===== config.mk =====
export PLATFORM = sky130hd
export DESIGN_NAME = dram_arbiter
export DESIGN_NICKNAME = d
export VERILOG_FILES = /design/src/rtl/dram_arbiter.sv
export SDC_FILE = /design/constraint.sdc
export NUM_CORES = 1
export LEC_CHECK = 0
export CORE_MARGIN = 2
export CORE_UTILIZATION = 39
export CTS_BUF_LIST = sky130_fd_sc_hd__clkbuf_16
export DETAILED_ROUTE_END_ITERATION = 6
export PLACE_DENSITY = 0.92
export SYNTH_ARGS = -nofsm -noshare
export SYNTH_HDL_FRONTEND = slang
export SYNTH_SLANG_ARGS = --single-unit

===== constraint.sdc =====
create_clock -name clock -period 2 [get_ports clock]
set_input_delay 0.4 -clock clock [delete_from_list [all_inputs] [get_ports clock]]
set_output_delay 0.4 -clock clock [all_outputs]
set_load 0.005 [all_outputs]

===== src/rtl/dram_arbiter.sv =====
// rtl/dram_arbiter.sv - two-core plus host arbiter for a shared single-port DRAM
//
// Purpose:
//   Serialises core 1 and core 2 load/store accesses onto one single-port
//   synchronous DRAM. The cores share it round-robin, one access per two
//   cycles. While ext_en is high the host owns the memory exclusively.
//
// Ports:
//   clock, reset_n               clock (rising edge), asynchronous active-low reset
//   c1_* / c2_*                  core request (req/we/addr/wdata), grant pulse,
//                                registered read data and its valid pulse
//   ext_en/ext_wr/ext_rd         host ownership request and access strobes
//   ext_addr/ext_wdata           host address and write data
//   ext_rdata/ext_ready          host read data (0 unless EXT) and ownership flag
//   mem_addr/mem_we/mem_wdata    DRAM command
//   mem_rdata                    DRAM read data, one cycle after the address edge
//   busy                         arbiter is not idle

module dram_arbiter #(
  parameter int ADDR_W = 9,
  parameter int DATA_W = 16
) (
  input  logic              clock,
  input  logic              reset_n,
  input  logic              c1_req,
  input  logic              c1_we,
  input  logic [ADDR_W-1:0] c1_addr,
  input  logic [DATA_W-1:0] c1_wdata,
  output logic              c1_gnt,
  output logic [DATA_W-1:0] c1_rdata,
  output logic              c1_rvalid,
  input  logic              c2_req,
  input  logic              c2_we,
  input  logic [ADDR_W-1:0] c2_addr,
  input  logic [DATA_W-1:0] c2_wdata,
  output logic              c2_gnt,
  output logic [DATA_W-1:0] c2_rdata,
  output logic              c2_rvalid,
  input  logic              ext_en,
  input  logic              ext_wr,
  input  logic              ext_rd,
  input  logic [ADDR_W-1:0] ext_addr,
  input  logic [DATA_W-1:0] ext_wdata,
  output logic [DATA_W-1:0] ext_rdata,
  output logic              ext_ready,
  output logic [ADDR_W-1:0] mem_addr,
  output logic              mem_we,
  output logic [DATA_W-1:0] mem_wdata,
  input  logic [DATA_W-1:0] mem_rdata,
  output logic              busy
);

  typedef enum logic [1:0] {
    S_IDLE   = 2'd0,
    S_ACCESS = 2'd1,
    S_RESP   = 2'd2,
    S_EXT    = 2'd3
  } state_t;

  state_t            state;
  logic              owner_c2;   // latched owner: 0 = core 1, 1 = core 2
  logic              lat_we;
  logic [ADDR_W-1:0] lat_addr;
  logic [DATA_W-1:0] lat_wdata;
  logic              favor_c1;   // round-robin preference, set when core 2 won last

  logic              any_req;
  logic              pick_c2;

  // Host reads are always enabled, so the read strobe carries no information here.
  logic              unused_ext_rd;
  assign unused_ext_rd = ext_rd;

  assign any_req = c1_req | c2_req;
  // Core 2 wins when it is the only requester, or when both request and core 1
  // was the last one granted.
  assign pick_c2 = c2_req & (~c1_req | ~favor_c1);

  always_ff @(posedge clock or negedge reset_n) begin
    if (!reset_n) begin
      state     <= S_IDLE;
      owner_c2  <= 1'b0;
      lat_we    <= 1'b0;
      lat_addr  <= '0;
      lat_wdata <= '0;
      favor_c1  <= 1'b1;
      c1_gnt    <= 1'b0;
      c2_gnt    <= 1'b0;
      c1_rvalid <= 1'b0;
      c2_rvalid <= 1'b0;
      c1_rdata  <= '0;
      c2_rdata  <= '0;
    end else begin
      c1_gnt    <= 1'b0;
      c2_gnt    <= 1'b0;
      c1_rvalid <= 1'b0;
      c2_rvalid <= 1'b0;

      // Read data of the in-flight access is on mem_rdata during RESP.
      if (state == S_RESP && !lat_we) begin
        if (owner_c2) begin
          c2_rdata  <= mem_rdata;
          c2_rvalid <= 1'b1;
        end else begin
          c1_rdata  <= mem_rdata;
          c1_rvalid <= 1'b1;
        end
      end

      case (state)
        S_IDLE, S_RESP: begin
          // Arbitration point; host ownership takes precedence over cores.
          if (ext_en) begin
            state <= S_EXT;
          end else if (any_req) begin
            state     <= S_ACCESS;
            owner_c2  <= pick_c2;
            lat_we    <= pick_c2 ? c2_we    : c1_we;
            lat_addr  <= pick_c2 ? c2_addr  : c1_addr;
            lat_wdata <= pick_c2 ? c2_wdata : c1_wdata;
            favor_c1  <= pick_c2;
            c1_gnt    <= ~pick_c2;
            c2_gnt    <= pick_c2;
          end else begin
            state <= S_IDLE;
          end
        end
        S_ACCESS: state <= S_RESP;
        S_EXT:    if (!ext_en) state <= S_IDLE;
        default:  state <= S_IDLE;
      endcase
    end
  end

  // Memory command: latched core access in ACCESS/RESP (write only in ACCESS),
  // direct host pass-through in EXT, quiet otherwise.
  always_comb begin
    mem_addr  = '0;
    mem_we    = 1'b0;
    mem_wdata = '0;
    ext_rdata = '0;
    case (state)
      S_ACCESS: begin
        mem_addr  = lat_addr;
        mem_we    = lat_we;
        mem_wdata = lat_wdata;
      end
      S_RESP: begin
        mem_addr  = lat_addr;
        mem_wdata = lat_wdata;
      end
      S_EXT: begin
        mem_addr  = ext_addr;
        mem_we    = ext_wr;
        mem_wdata = ext_wdata;
        ext_rdata = mem_rdata;
      end
      default: begin
        mem_addr  = '0;
      end
    endcase
  end

  assign ext_ready = (state == S_EXT);
  assign busy      = (state != S_IDLE);

endmodule


* Word-level counts from Yosys, hierarchy flattened *
Cells that the tools add are included.

cells by class
  add/subtract/negate cells = 0
  multiply operators = 0
  div/mod/pow operators = 0
  order comparisons = 0
  eq/ne operators = 4
  shifts and indexed selects = 0
  multiplexer cells = 21
  bitwise gates (word level) = 8
  reductions and logical operators = 9

operators by type and width
  cell                count
  $mux 16             2
  $pmux 16 s2         1
  $pmux 9 s2          1
  $mux 1              12
  $mux 9              1
  $pmux 2 s3          1
  $not 1->1           5
  $eq 2x2->1 const B  2
  $mux 2              2
  $reduce_and 2->1    2
  $reduce_or 2->1     2
  $reduce_and 3->1    1
  $eq 2x1->1 const B  1
  $logic_not 2->1     1
  $ne 2x2->1 const B  1
  $or 1x1->1          2
  $pmux 1 s2          1
  $reduce_bool 2->1   1
  $and 1x1->1         1
  $logic_and 1x1->1   1
  $logic_not 1->1     1

word-level totals
  register bits = 66
  bits in latches = 0
  bits in writable memories = 0
  ROM bits = 0
  bits of input ports = 100
  output and inout port bits = 80
  word-level logic and storage cells = 54
  memories = 0

* Longest topological paths before layout *
  depth in word-level cells = 7
  gate-level depth with buffers = 6

* Worst setup path after synthesis *
Ideal clock, no wire load.

  path kind = register to output
  start point = register state[0]
  end point = output port mem_addr[8]
  data arrival time = 1,433 ps
  required time = 1,600 ps
  path slack = 167 ps
  cell stages (with the launch flop) = 7
  path through = dfrtp_1 inv_1 ha_1 clkbuf_1 clkbuf_1 a22oi_1 nor2_1

between the ends
  word-level cells in the longest chain between the ends = 3
  elaborated cells between the ends (all ways) = 5

ends and longest elaborated chain
  element                                   RTL line  text
  start, declared                           60        state_t state;
  start signal, assigned                    81        state <= S_IDLE;
  start signal, assigned                    114       state <= S_EXT;
  start signal, assigned                    116       state <= S_ACCESS;
  $eq 2x2->1 or $eq 2x1->1 (tied branches)  142       case (state)
  $reduce_or 2->1 (no source line)          n/a
  $pmux 9 s2 (*)                            142
  end, declared                             46        output logic [ADDR_W-1:0] mem_addr,

Every way passes the cells marked *; elsewhere a longest branch is shown, timed or not.

* Worst setup path in the final report *
  start point = register state[1]
  end point = output port mem_wdata[4]

between the ends
  word-level cells in the longest chain between the ends = 3
  elaborated cells between the ends (all ways) = 5

ends and longest elaborated chain
  element                                   RTL line  text
  $eq 2x2->1 or $eq 2x1->1 (tied branches)  142
  $reduce_or 2->1 (no source line)          n/a
  $pmux 16 s2 (*)                           142
  end, declared                             48        output logic [DATA_W-1:0] mem_wdata,

Marks and branches as above.

==> qor.yml <==
critical_path:
  crit_family: "buffers and inverters"
  path_cells: "buf_6, inv_4, ha_4, buf_12, buf_8, a22oi_2, nor2_1, buf_2"
  path_class: "reg -> out"
  critPathMaxStageDelay_ns: 0.39
  critPathBufInv: 5
  startpoint_type: "register"
  required_ns: 1.60
  critPathMaxFanout: 5
  crit_path_top_delay_cell: "dfrtp_1"
  crit_path_end_kind: "primary output"
  cp.arrival_ns: 1.77
timing:
  rsz0062_at_grt: "yes"
  slew_headroom: 0.681
  fin_ws_ns: -0.174
  fmax_ghz: 0.460
  slew_violations: 0
  hold_viol_final: 0
  setup_viol: 40
  fin_crit_sh: 1.09
  clock_skew_ns: 0.00440
  whs_ns: 0.104
  min_period_ns: 2.17
  fin_setup_tns_ns: -3.91
  worst_pin_slew_ns: 0.479
synth:
  syn_nets: 381
  yosys.area.top_type: "dfrtp_1"
  syn_area_um2: 3240
  ys_seq_area_frac: 0.509
  synth_cells: 275
  synth_top_area_share: 0.501
  ys_types: 32
  synth_edf_count: 0
  ys_top_cells_by_area: "dfrtp_1 50%, mux2_2 11%, a2bb2oi_1 7.0%, o32ai_1 7.0%, a22oi_1 5.8%"
  synth-compound-area-share: 0.223
  synth_xor_area_frac: 0
  synthMuxAreaShare: 0.111
  synth.ff_latch_count: 66
  synth_top_family_by_area: "compound AO/OA/AOI/OAI gates"
  yosys_warnings: 0
  synth-async-reset-ratio: 1.00
  syn_avg_cell_area_um2: 11.8
  synth_ff_type: "dfrtp_1"
  synth_top_cells_by_count: "65 x dfrtp_1, 32 x mux2_2, 28 x nor2_1"
  yosys.area_share.simple: 0.0864
  yosysMostFrequentCell: "dfrtp_1"
  synthAdderAreaFrac: 0.0231
place:
  gp_congestion: 0.874
  portBuffers: 178
  dp_hpwl_mm: 7.52
job:
  drv_cap: 0
floorplan:
  rows: 33
  num_io_pins: 180
  core_area_um2: 8130
  die_h_um: 95.2
  start_util: 0.399
  die-width_um: 95.2
  die_area_um2: 9060
power:
  leakage_uw: 0.00258
  p_per_area_nw_per_um2: 1750
  ir_drop_mv: 0.837
routing:
  finalWirelength_mm: 11.8
  vias_per_cell: 5.47
  first_iter_violations: 131
  wl_per_cell_um: 19.8
  ant_nets: 0
  dr_total_vias: 3257
  first_pass_iters: 4
  route.detailed.drc: 0
layout:
  n_fill_cell: 533
  antennaDiodeCount: 0
  drive_above_1_share: 0.376
  seqCellArea_um2: 1650
  multi_input_area_um2: 1660
  final_nets: 591
  layout-area-overhead-vs-synth_pct: 85.3
global_route:
  grtUsageTotal: 0.254
  grt.overflow.total: 0
  grt_pass1_wl_mm: 17.5
  antenna_found_initial: 0
  first_global_vias: 3444
  grt_max_degree: 38
min_path:
  hp-class: "in -> async"
clocking:
  htreeDepth: 3
  numClockSinks: 66
  clock_path_buffers: 2
  clk-insertion-delay-late_ns: 0.33
  path_clk_slew_ns: 0.05
  cts-hold-fix-buffers: 0
  numCtsBuffers: 9
  cts-root-buf: "clkbuf_16"
  cts_tree: "done"
outcome:
  violations: "negative setup slack"
  status: "finished, violations left"
sequential cells by signal, indices dropped and copies added (netlist names), 2 cells and up:
| register | flops |
|---|---|
| c1_rdata | 16 |
| c2_rdata | 16 |
| lat_wdata | 16 |
| lat_addr | 9 |
| state | 2 |
final cells by class:
class | count | share of cell area
timing repair buffer | 225 | 0.373
multi-input combinational | 178 | 0.275
sequential | 66 | 0.275
clock buffer | 9 | 0.0375
tap | 105 | 0.0218
clock inverter | 7 | 0.0144
inverter | 5 | 0.00354
cells in the final DEF (no fill, tap or decap), drive strengths merged:
| cell type | count |
|---|---|
| dlygate4sd2 | 1 |
| o21bai | 1 |
| a21bo | 1 |
| inv | 6 |
| clkdlybuf4s50 | 133 |
| nor3b | 1 |
| bufinv | 2 |
| nor3 | 2 |
| o41ai | 1 |
| dfstp | 1 |
| a22o | 1 |
| nand2b | 1 |
| nand3b | 1 |
| dfrtp | 65 |
| buf | 88 |
| a21oi | 3 |
| ha | 6 |
| a22oi | 25 |
| clkinv | 4 |
| nor2 | 29 |
| a31oi | 2 |
| mux2 | 32 |
| o21ai | 1 |
| o32ai | 26 |
| nor2b | 1 |
| and2 | 17 |
| dlymetal6s2s | 1 |
| a2bb2oi | 26 |
| clkbuf | 11 |
| o21ba | 1 |
worst paths after layout:
check / to / cells past startpoint / from / slack (ns)
max: mem_wdata[4] / 8 / state[1] / -0.17
min: lat_addr[6] / 2 / reset_n / 0.10
max reg2reg: c1_rdata[6] / 6 / state[0] / 0.07
min reg2reg: c1_rdata[2] / 1 / c1_rdata[2] / 0.51
max in group asynchronous: state[0] / 2 / reset_n / 1.52
min in group clock: c1_rdata[2] / 1 / c1_rdata[2] / 0.51
worst reg2reg max path, cell delays in order, from the launching register on:
cell,delay (ns)
dfrtp_1,0.43
inv_2,0.11
buf_4,0.13
ha_1,0.32
nor3b_4,0.28
buf_12,0.19
mux2_2,0.36
through the flow:
| step | total power [uW] | setup slack [ns] | util | std cells | instance area (um2) |
|---|---|---|---|---|---|
| final | 10500 | -0.174 | 0.739 | 595 | 6010 |
| after global placement | 7220 | -0.0194 | 0.647 | 553 | 5270 |
| after CTS | 10300 | -0.162 | 0.727 | 593 | 5920 |
| after floorplan | 4480 | 0.167 | - | 275 | 3240 |
| after global routing | 11100 | -0.225 | 0.739 | 595 | 6010 |
| after detailed placement | 7420 | -0.0643 | 0.647 | 553 | 5270 |
metal layers:
layer	up-vias	GRT usage	share of wire
li1	1465	-	-
met1	1614	0.278	0.37
met2	154	0.467	0.53
met3	24	0.0648	0.083
met4	0	0.0990	0.020
met5	-	0	0
logic make-up after synthesis:
group	Yosys count
simple gates	52
flops	66
mux	32
fa+ha+maj	6
buf+inv	31
compound gates	88
report_power, final:
part / leakage [uW] / switching (uW) / total [uW] / internal [uW]
clock: 0.000162 / 572 / 1650 / 1080
combinational: 0.00165 / 2530 / 6430 / 3900
sequential: 0.000762 / 443 / 2430 / 1990
what timing repair did:
action	in CTS	in global routing
gates cloned	5	1
resized for setup	207	29
setup buffers	20	2
pin swaps	36	24
endpoints found under the setup margin	44	58
Note: power is estimated with default switching activity, not from simulation.
